**src/rtl/pc_redirect_if.sv**
```systemverilog
// Branch-decision interface between the EX stage (master) and the PC redirect unit (slave).
// The resolved_cnt/taken_cnt signals exist only when BRANCH_STATS_EN is defined.
interface pc_redirect_if #(
    parameter int PC_W = 8
);
    logic            stall;
    logic            branch_valid;
    logic            branch_taken;
    logic [PC_W-1:0] branch_target;
    logic [PC_W-1:0] pc;
    logic            fetch_valid;
    logic            flush_if;
    logic            flush_id;
    logic            redirect_busy;
`ifdef BRANCH_STATS_EN
    logic [15:0]     resolved_cnt;
    logic [15:0]     taken_cnt;

    modport master (
        output stall, branch_valid, branch_taken, branch_target,
        input  pc, fetch_valid, flush_if, flush_id, redirect_busy,
        input  resolved_cnt, taken_cnt
    );
    modport slave (
        input  stall, branch_valid, branch_taken, branch_target,
        output pc, fetch_valid, flush_if, flush_id, redirect_busy,
        output resolved_cnt, taken_cnt
    );
`else
    modport master (
        output stall, branch_valid, branch_taken, branch_target,
        input  pc, fetch_valid, flush_if, flush_id, redirect_busy
    );
    modport slave (
        input  stall, branch_valid, branch_taken, branch_target,
        output pc, fetch_valid, flush_if, flush_id, redirect_busy
    );
`endif
endinterface

```
**src/rtl/pc_redirect_unit.sv**
```systemverilog
// Program counter owner with static predict-not-taken and a flush FSM for taken branches.
// Optional branch statistics counters are enabled by defining BRANCH_STATS_EN.
module pc_redirect_unit #(
    parameter int PC_W         = 8,
    parameter int RESET_PC     = 0,
    parameter int PC_INC       = 1,
    parameter int FLUSH_CYCLES = 2
) (
    input logic         clk,
    input logic         reset_n,
    pc_redirect_if.slave bus
);
    typedef enum logic [0:0] {
        ST_IDLE  = 1'b0,
        ST_FLUSH = 1'b1
    } state_t;

    localparam logic [PC_W-1:0] PC_RST   = PC_W'(RESET_PC);
    localparam logic [PC_W-1:0] PC_STEP  = PC_W'(PC_INC);
    localparam logic [1:0]      CNT_INIT = 2'(FLUSH_CYCLES - 1);

    state_t          state_r;
    logic [1:0]      cnt_r;
    logic [PC_W-1:0] pc_r;
    logic            fetch_valid_r;
    logic            flush_if_r;
    logic            flush_id_r;
    logic            busy_r;
    logic            redirect_s;
    logic [PC_W-1:0] pc_seq_s;

    // Redirect decision and sequential next PC; branches seen in FLUSH are wrong-path.
    always_comb begin
        redirect_s = 1'b0;
        pc_seq_s   = pc_r;
        if (state_r == ST_IDLE) begin
            redirect_s = bus.branch_valid & bus.branch_taken;
        end else begin
            redirect_s = 1'b0;
        end
        if (bus.stall) begin
            pc_seq_s = pc_r;
        end else begin
            pc_seq_s = pc_r + PC_STEP;
        end
    end

    // Flush FSM with PC and registered status outputs.
    always_ff @(posedge clk) begin
        if (!reset_n) begin
            state_r       <= ST_IDLE;
            cnt_r         <= 2'd0;
            pc_r          <= PC_RST;
            fetch_valid_r <= 1'b1;
            flush_if_r    <= 1'b0;
            flush_id_r    <= 1'b0;
            busy_r        <= 1'b0;
        end else begin
            case (state_r)
                ST_IDLE: begin
                    if (redirect_s) begin
                        state_r       <= ST_FLUSH;
                        cnt_r         <= CNT_INIT;
                        pc_r          <= bus.branch_target;
                        fetch_valid_r <= 1'b0;
                        flush_if_r    <= 1'b1;
                        flush_id_r    <= 1'b1;
                        busy_r        <= 1'b1;
                    end else begin
                        pc_r <= pc_seq_s;
                    end
                end
                ST_FLUSH: begin
                    pc_r <= pc_seq_s;
                    if (cnt_r == 2'd0) begin
                        state_r       <= ST_IDLE;
                        fetch_valid_r <= 1'b1;
                        flush_if_r    <= 1'b0;
                        flush_id_r    <= 1'b0;
                        busy_r        <= 1'b0;
                    end else begin
                        cnt_r <= cnt_r - 2'd1;
                    end
                end
                default: begin
                    state_r       <= ST_IDLE;
                    cnt_r         <= 2'd0;
                    fetch_valid_r <= 1'b1;
                    flush_if_r    <= 1'b0;
                    flush_id_r    <= 1'b0;
                    busy_r        <= 1'b0;
                end
            endcase
        end
    end

    assign bus.pc            = pc_r;
    assign bus.fetch_valid   = fetch_valid_r;
    assign bus.flush_if      = flush_if_r;
    assign bus.flush_id      = flush_id_r;
    assign bus.redirect_busy = busy_r;

`ifdef BRANCH_STATS_EN
    logic [15:0] resolved_cnt_r;
    logic [15:0] taken_cnt_r;

    function automatic logic [15:0] sat_inc(input logic [15:0] v);
        if (v == 16'hFFFF) begin
            return v;
        end else begin
            return v + 16'd1;
        end
    endfunction

    // Saturating counters of branches resolved and taken while IDLE.
    always_ff @(posedge clk) begin
        if (!reset_n) begin
            resolved_cnt_r <= 16'd0;
            taken_cnt_r    <= 16'd0;
        end else begin
            if ((state_r == ST_IDLE) && bus.branch_valid) begin
                resolved_cnt_r <= sat_inc(resolved_cnt_r);
            end
            if (redirect_s) begin
                taken_cnt_r <= sat_inc(taken_cnt_r);
            end
        end
    end

    assign bus.resolved_cnt = resolved_cnt_r;
    assign bus.taken_cnt    = taken_cnt_r;
`endif
endmodule

```
**src/flat_wrapper.sv**
```systemverilog
// flat-port wrapper written by rule: the top's interface ports become plain ports
module pc_redirect_unit_flat 
#(
    parameter int PC_W         = 8,
    parameter int RESET_PC     = 0,
    parameter int PC_INC       = 1,
    parameter int FLUSH_CYCLES = 2
)
  (clk, reset_n, bus_stall, bus_branch_valid, bus_branch_taken, bus_branch_target, bus_pc, bus_fetch_valid, bus_flush_if, bus_flush_id, bus_redirect_busy);
  pc_redirect_if #(.PC_W(PC_W)) bus_i ();
  input logic clk;
  input logic reset_n;
  input wire logic [$bits(bus_i.stall)-1:0] bus_stall;
  input wire logic [$bits(bus_i.branch_valid)-1:0] bus_branch_valid;
  input wire logic [$bits(bus_i.branch_taken)-1:0] bus_branch_taken;
  input wire logic [$bits(bus_i.branch_target)-1:0] bus_branch_target;
  output wire logic [$bits(bus_i.pc)-1:0] bus_pc;
  output wire logic [$bits(bus_i.fetch_valid)-1:0] bus_fetch_valid;
  output wire logic [$bits(bus_i.flush_if)-1:0] bus_flush_if;
  output wire logic [$bits(bus_i.flush_id)-1:0] bus_flush_id;
  output wire logic [$bits(bus_i.redirect_busy)-1:0] bus_redirect_busy;
  assign bus_i.stall = bus_stall;
  assign bus_i.branch_valid = bus_branch_valid;
  assign bus_i.branch_taken = bus_branch_taken;
  assign bus_i.branch_target = bus_branch_target;
  assign bus_pc = bus_i.pc;
  assign bus_fetch_valid = bus_i.fetch_valid;
  assign bus_flush_if = bus_i.flush_if;
  assign bus_flush_id = bus_i.flush_id;
  assign bus_redirect_busy = bus_i.redirect_busy;
  pc_redirect_unit #(.PC_W(PC_W), .RESET_PC(RESET_PC), .PC_INC(PC_INC), .FLUSH_CYCLES(FLUSH_CYCLES)) u_core (.clk(clk), .reset_n(reset_n), .bus(bus_i));
endmodule
```
**config.mk**
```make
export PLATFORM = sky130hd
export DESIGN_NAME = pc_redirect_unit_flat
export DESIGN_NICKNAME = d
export VERILOG_FILES = /design/src/rtl/pc_redirect_if.sv /design/src/rtl/pc_redirect_unit.sv /design/src/flat_wrapper.sv
export SDC_FILE = /design/constraint.sdc
export NUM_CORES = 1
export LEC_CHECK = 0
export ABC_AREA = 0
export CORE_UTILIZATION = 39
export CTS_BUF_LIST = sky130_fd_sc_hd__clkbuf_4
export DETAILED_ROUTE_END_ITERATION = 12
export PLACE_DENSITY_LB_ADDON = 0.08
export SETUP_SLACK_MARGIN = 0.5
export SYNTH_ARGS = -nofsm -noshare
export SYNTH_HDL_FRONTEND = slang
export SYNTH_SLANG_ARGS = --single-unit
```
**constraint.sdc**
```tcl
create_clock -name clk -period 1.4 [get_ports clk]
set_clock_uncertainty 0.1 [all_clocks]
set_input_delay 0.21 -clock clk [delete_from_list [all_inputs] [get_ports clk]]
set_output_delay 0.21 -clock clk [all_outputs]
set_load 0.02 [all_outputs]
```
==> qor.yml <==
power_and_ir_drop:
  p_int_mw: 0.706
  power.switching_mw: 0.285
  pwr-share-seq_pct: 43.9
  p_leak_nw: 0.507
  clock_power_share_pct: 25.7
  powerDensity_nw_per_um2: 831
  power_mw: 0.991
  peakVddDrop_uv: 804
  sw_frac_of_total_pct: 28.8
  combinationalPowerShare_pct: 30.4
floorplanning:
  die_width_um: 41.9
  ioPinCount: 25
  num_rows: 14
  die-height_um: 41.9
  dieArea_um2: 1750
  core_um2: 1490
  initial_core_util_pct: 41.6
drt:
  viasPerCell: 5.00
  wl_per_cell_um: 13.0
  wl_mm: 1.68
  drt_iter0_drc: 7
  dr.pass1.iters: 4
  postRouteAntennaNets: 0
  drc: 0
  vias: 645
min_path:
  worstHoldStart: "u_core.bus.fetch_valid$_SDFFE_PN1P_"
  holdPathEnd: "u_core.bus.fetch_valid$_SDFFE_PN1P_"
  whs_path_depth: 2
  hold_path_class: "flop to flop"
timing:
  worst_pin_slew_ns: 0.344
  max_freq_mhz: 795
  final.setup.tns_ns: 0
  hold_ws_ns: 0.355
  rsz0062_at_grt: "true"
  finalSetupViolations: 0
  finalCritPeriodShare_pct: 89.9
  hold_viol: 0
  setup_ws_ns: 0.142
  slew_headroom_pct: 77.0
  fin_crit_ns: 1.26
  slew_viol_final: 0
worst_setup_path:
  cp_data_arrival_time_ns: 1.32
  start_kind: "primary input"
  required_ns: 1.46
  critPathMaxFanout: 5
  critical_path_class: "primary input to flop"
  r2r-start: "u_core.bus.pc[0]$_SDFF_PN0_"
  reg2reg_depth: 4
  endpoint_kind: "flop"
  r2r_setup_slack_ns: 0.14
  r2r_end: "u_core.bus.pc[6]$_SDFF_PN0_"
logic_synthesis:
  netlist_instances: 69
  synth_edf_count: 0
  async_flop_share_pct: 0
  ys.flop_type: "dfxtp_1"
  synthDominantCellAreaShare_pct: 42.0
  yosysSeqAreaShare_pct: 42.0
  netlist-cell-type-count: 27
  synth.area.top_cells: "dfxtp_1 (42%), o21ai_0 (5.7%), a21oi_1 (4.0%), ha_1 (4.0%), mux2i_1 (3.2%)"
  yosys.area.top_type: "dfxtp_1"
  yosysMostFrequentCell: "dfxtp_1"
  synth_common_cells: "dfxtp_1 (13), o21ai_0 (7), a21oi_1 (5)"
  yosys_warnings: 0
  syn_avg_cell_area_um2: 8.98
  ys_ff_latch: 13
  synth_nets: 84
  syn_area_um2: 619
global_route:
  grt_max_degree: 11
  grt_pass1_vias: 579
  grt_usage_pct: 19.0
  antenna_found_initial: 0
  grt_pass1_wl_mm: 2.49
  overflow: 0
clocking:
  insertion_delay_ns: 0.28
  cts.sinks: 13
  cts_tree: "built"
  htreeDepth: 1
  root_buffer: "clkbuf_4"
  clockBufferDepth: 2
  clk_pin_slew_worst_paths_ns: 0.09
  numCtsBuffers: 3
final_layout:
  area_growth_pct: 92.5
  nets: 129
  utilization_pct: 80.1
  antenna_cells: 0
  instances_no_fill: 129
  fin_area_um2: 1190
  drive_gt1_share_pct: 59.3
placement:
  dp_cells: 111
  place.gp.congestion: 0.799
  portBuffers: 24
  place_area_um2: 972
  hpwlAfterDp_mm: 1.05
  dp_slack_ns: -0.255
run:
  drv.max_cap_violation_count: 0
run_status:
  status: "complete, no violations"
cell usage in the layout (no fill, tap or decap), types with 2 or more instances in the layout:
cell	n
inv_2	2
o21ai_0	5
nor2_1	2
ha_4	2
dfxtp_4	5
or3_1	2
buf_4	13
o21ai_2	2
nand3_2	2
nand4b_1	2
xor2_1	2
mux2i_1	2
clkdlybuf4s50_1	10
a21oi_2	3
clkbuf_4	4
xnor2_1	2
dfxtp_2	7
inv_1	2
buf_6	18
nand2b_4	2
nand2_1	4
a31oi_1	3
cell type report:
class / count / area [µm²]
clock buffers: 4 / 30.0
fillers: 101 / 297
inverters: 4 / 15.0
multi-input cells: 48 / 413
flip-flops and latches: 13 / 288
well taps: 16 / 20.0
repair buffers: 44 / 427
timing repair:
item	CTS	global route
hold buffers	0	0
buffers inserted	5	7
gates cloned	1	1
gates resized for setup	72	23
setup endpoints to repair	25	25
pin swaps	6	5
power by group through the flow:
stage / combinational, mW / sequential (mW) / clock, mW
floorplan: 0.101 / 0.469 / 0
global placement: 0.230 / 0.442 / 0
detailed placement: 0.235 / 0.443 / 0
CTS: 0.261 / 0.434 / 0.259
global route: 0.321 / 0.441 / 0.279
finish: 0.302 / 0.435 / 0.254
worst max path at each step:
stage          depth (start not counted)                        start                          end  slack [ns]
2_1_floorplan                          4  u_core.bus.pc[1]$_SDFF_PN0_  u_core.bus.pc[6]$_SDFF_PN0_        0.11
3_3_place_gp                           4                    bus_stall  u_core.bus.pc[7]$_SDFF_PN0_       -0.23
3_5_place_dp                           4                    bus_stall  u_core.bus.pc[7]$_SDFF_PN0_       -0.26
4_1_cts                                4  u_core.bus.pc[1]$_SDFF_PN0_  u_core.bus.pc[6]$_SDFF_PN0_        0.14
5_1_grt                                4  u_core.bus.pc[1]$_SDFF_PN0_  u_core.bus.pc[6]$_SDFF_PN0_        0.07
6_report                               5             bus_branch_taken  u_core.bus.pc[0]$_SDFF_PN0_        0.14
flip-flops by register name, summed over array words and instances (netlist names):
signal / count
u_core.cnt_r: 2
u_core.bus.fetch_valid: 1
u_core.state_r: 1
u_core.bus.redirect_busy: 1
u_core.bus.pc: 8
worst max-delay path: stages:
cell and delay [ns]:
clkdlybuf4s50_1 0.46, nand3b_1 0.22, buf_6 0.22, mux2i_1 0.15, nor2_1 0.05
kinds of logic after synthesis:
group	after synthesis	share of synthesized area, %
AOI/OAI and AO/OA	20	19.2
and+or+nand+nor	20	19.8
DFF	13	42.0
buffers and inverters	8	6.06
xor gates and xnor gates	4	5.66
muxes	2	3.23
adders and majority gates	2	4.04
per-layer routing:
metal,track usage (%),share of wire [%],up-vias
li1,-,-,334
met1,23.9,45,294
met2,29.4,50,15
met3,4.35,3.6,2
met4,11.6,1.1,0
met5,0,0,-
Power figures use the tool's default switching activity.
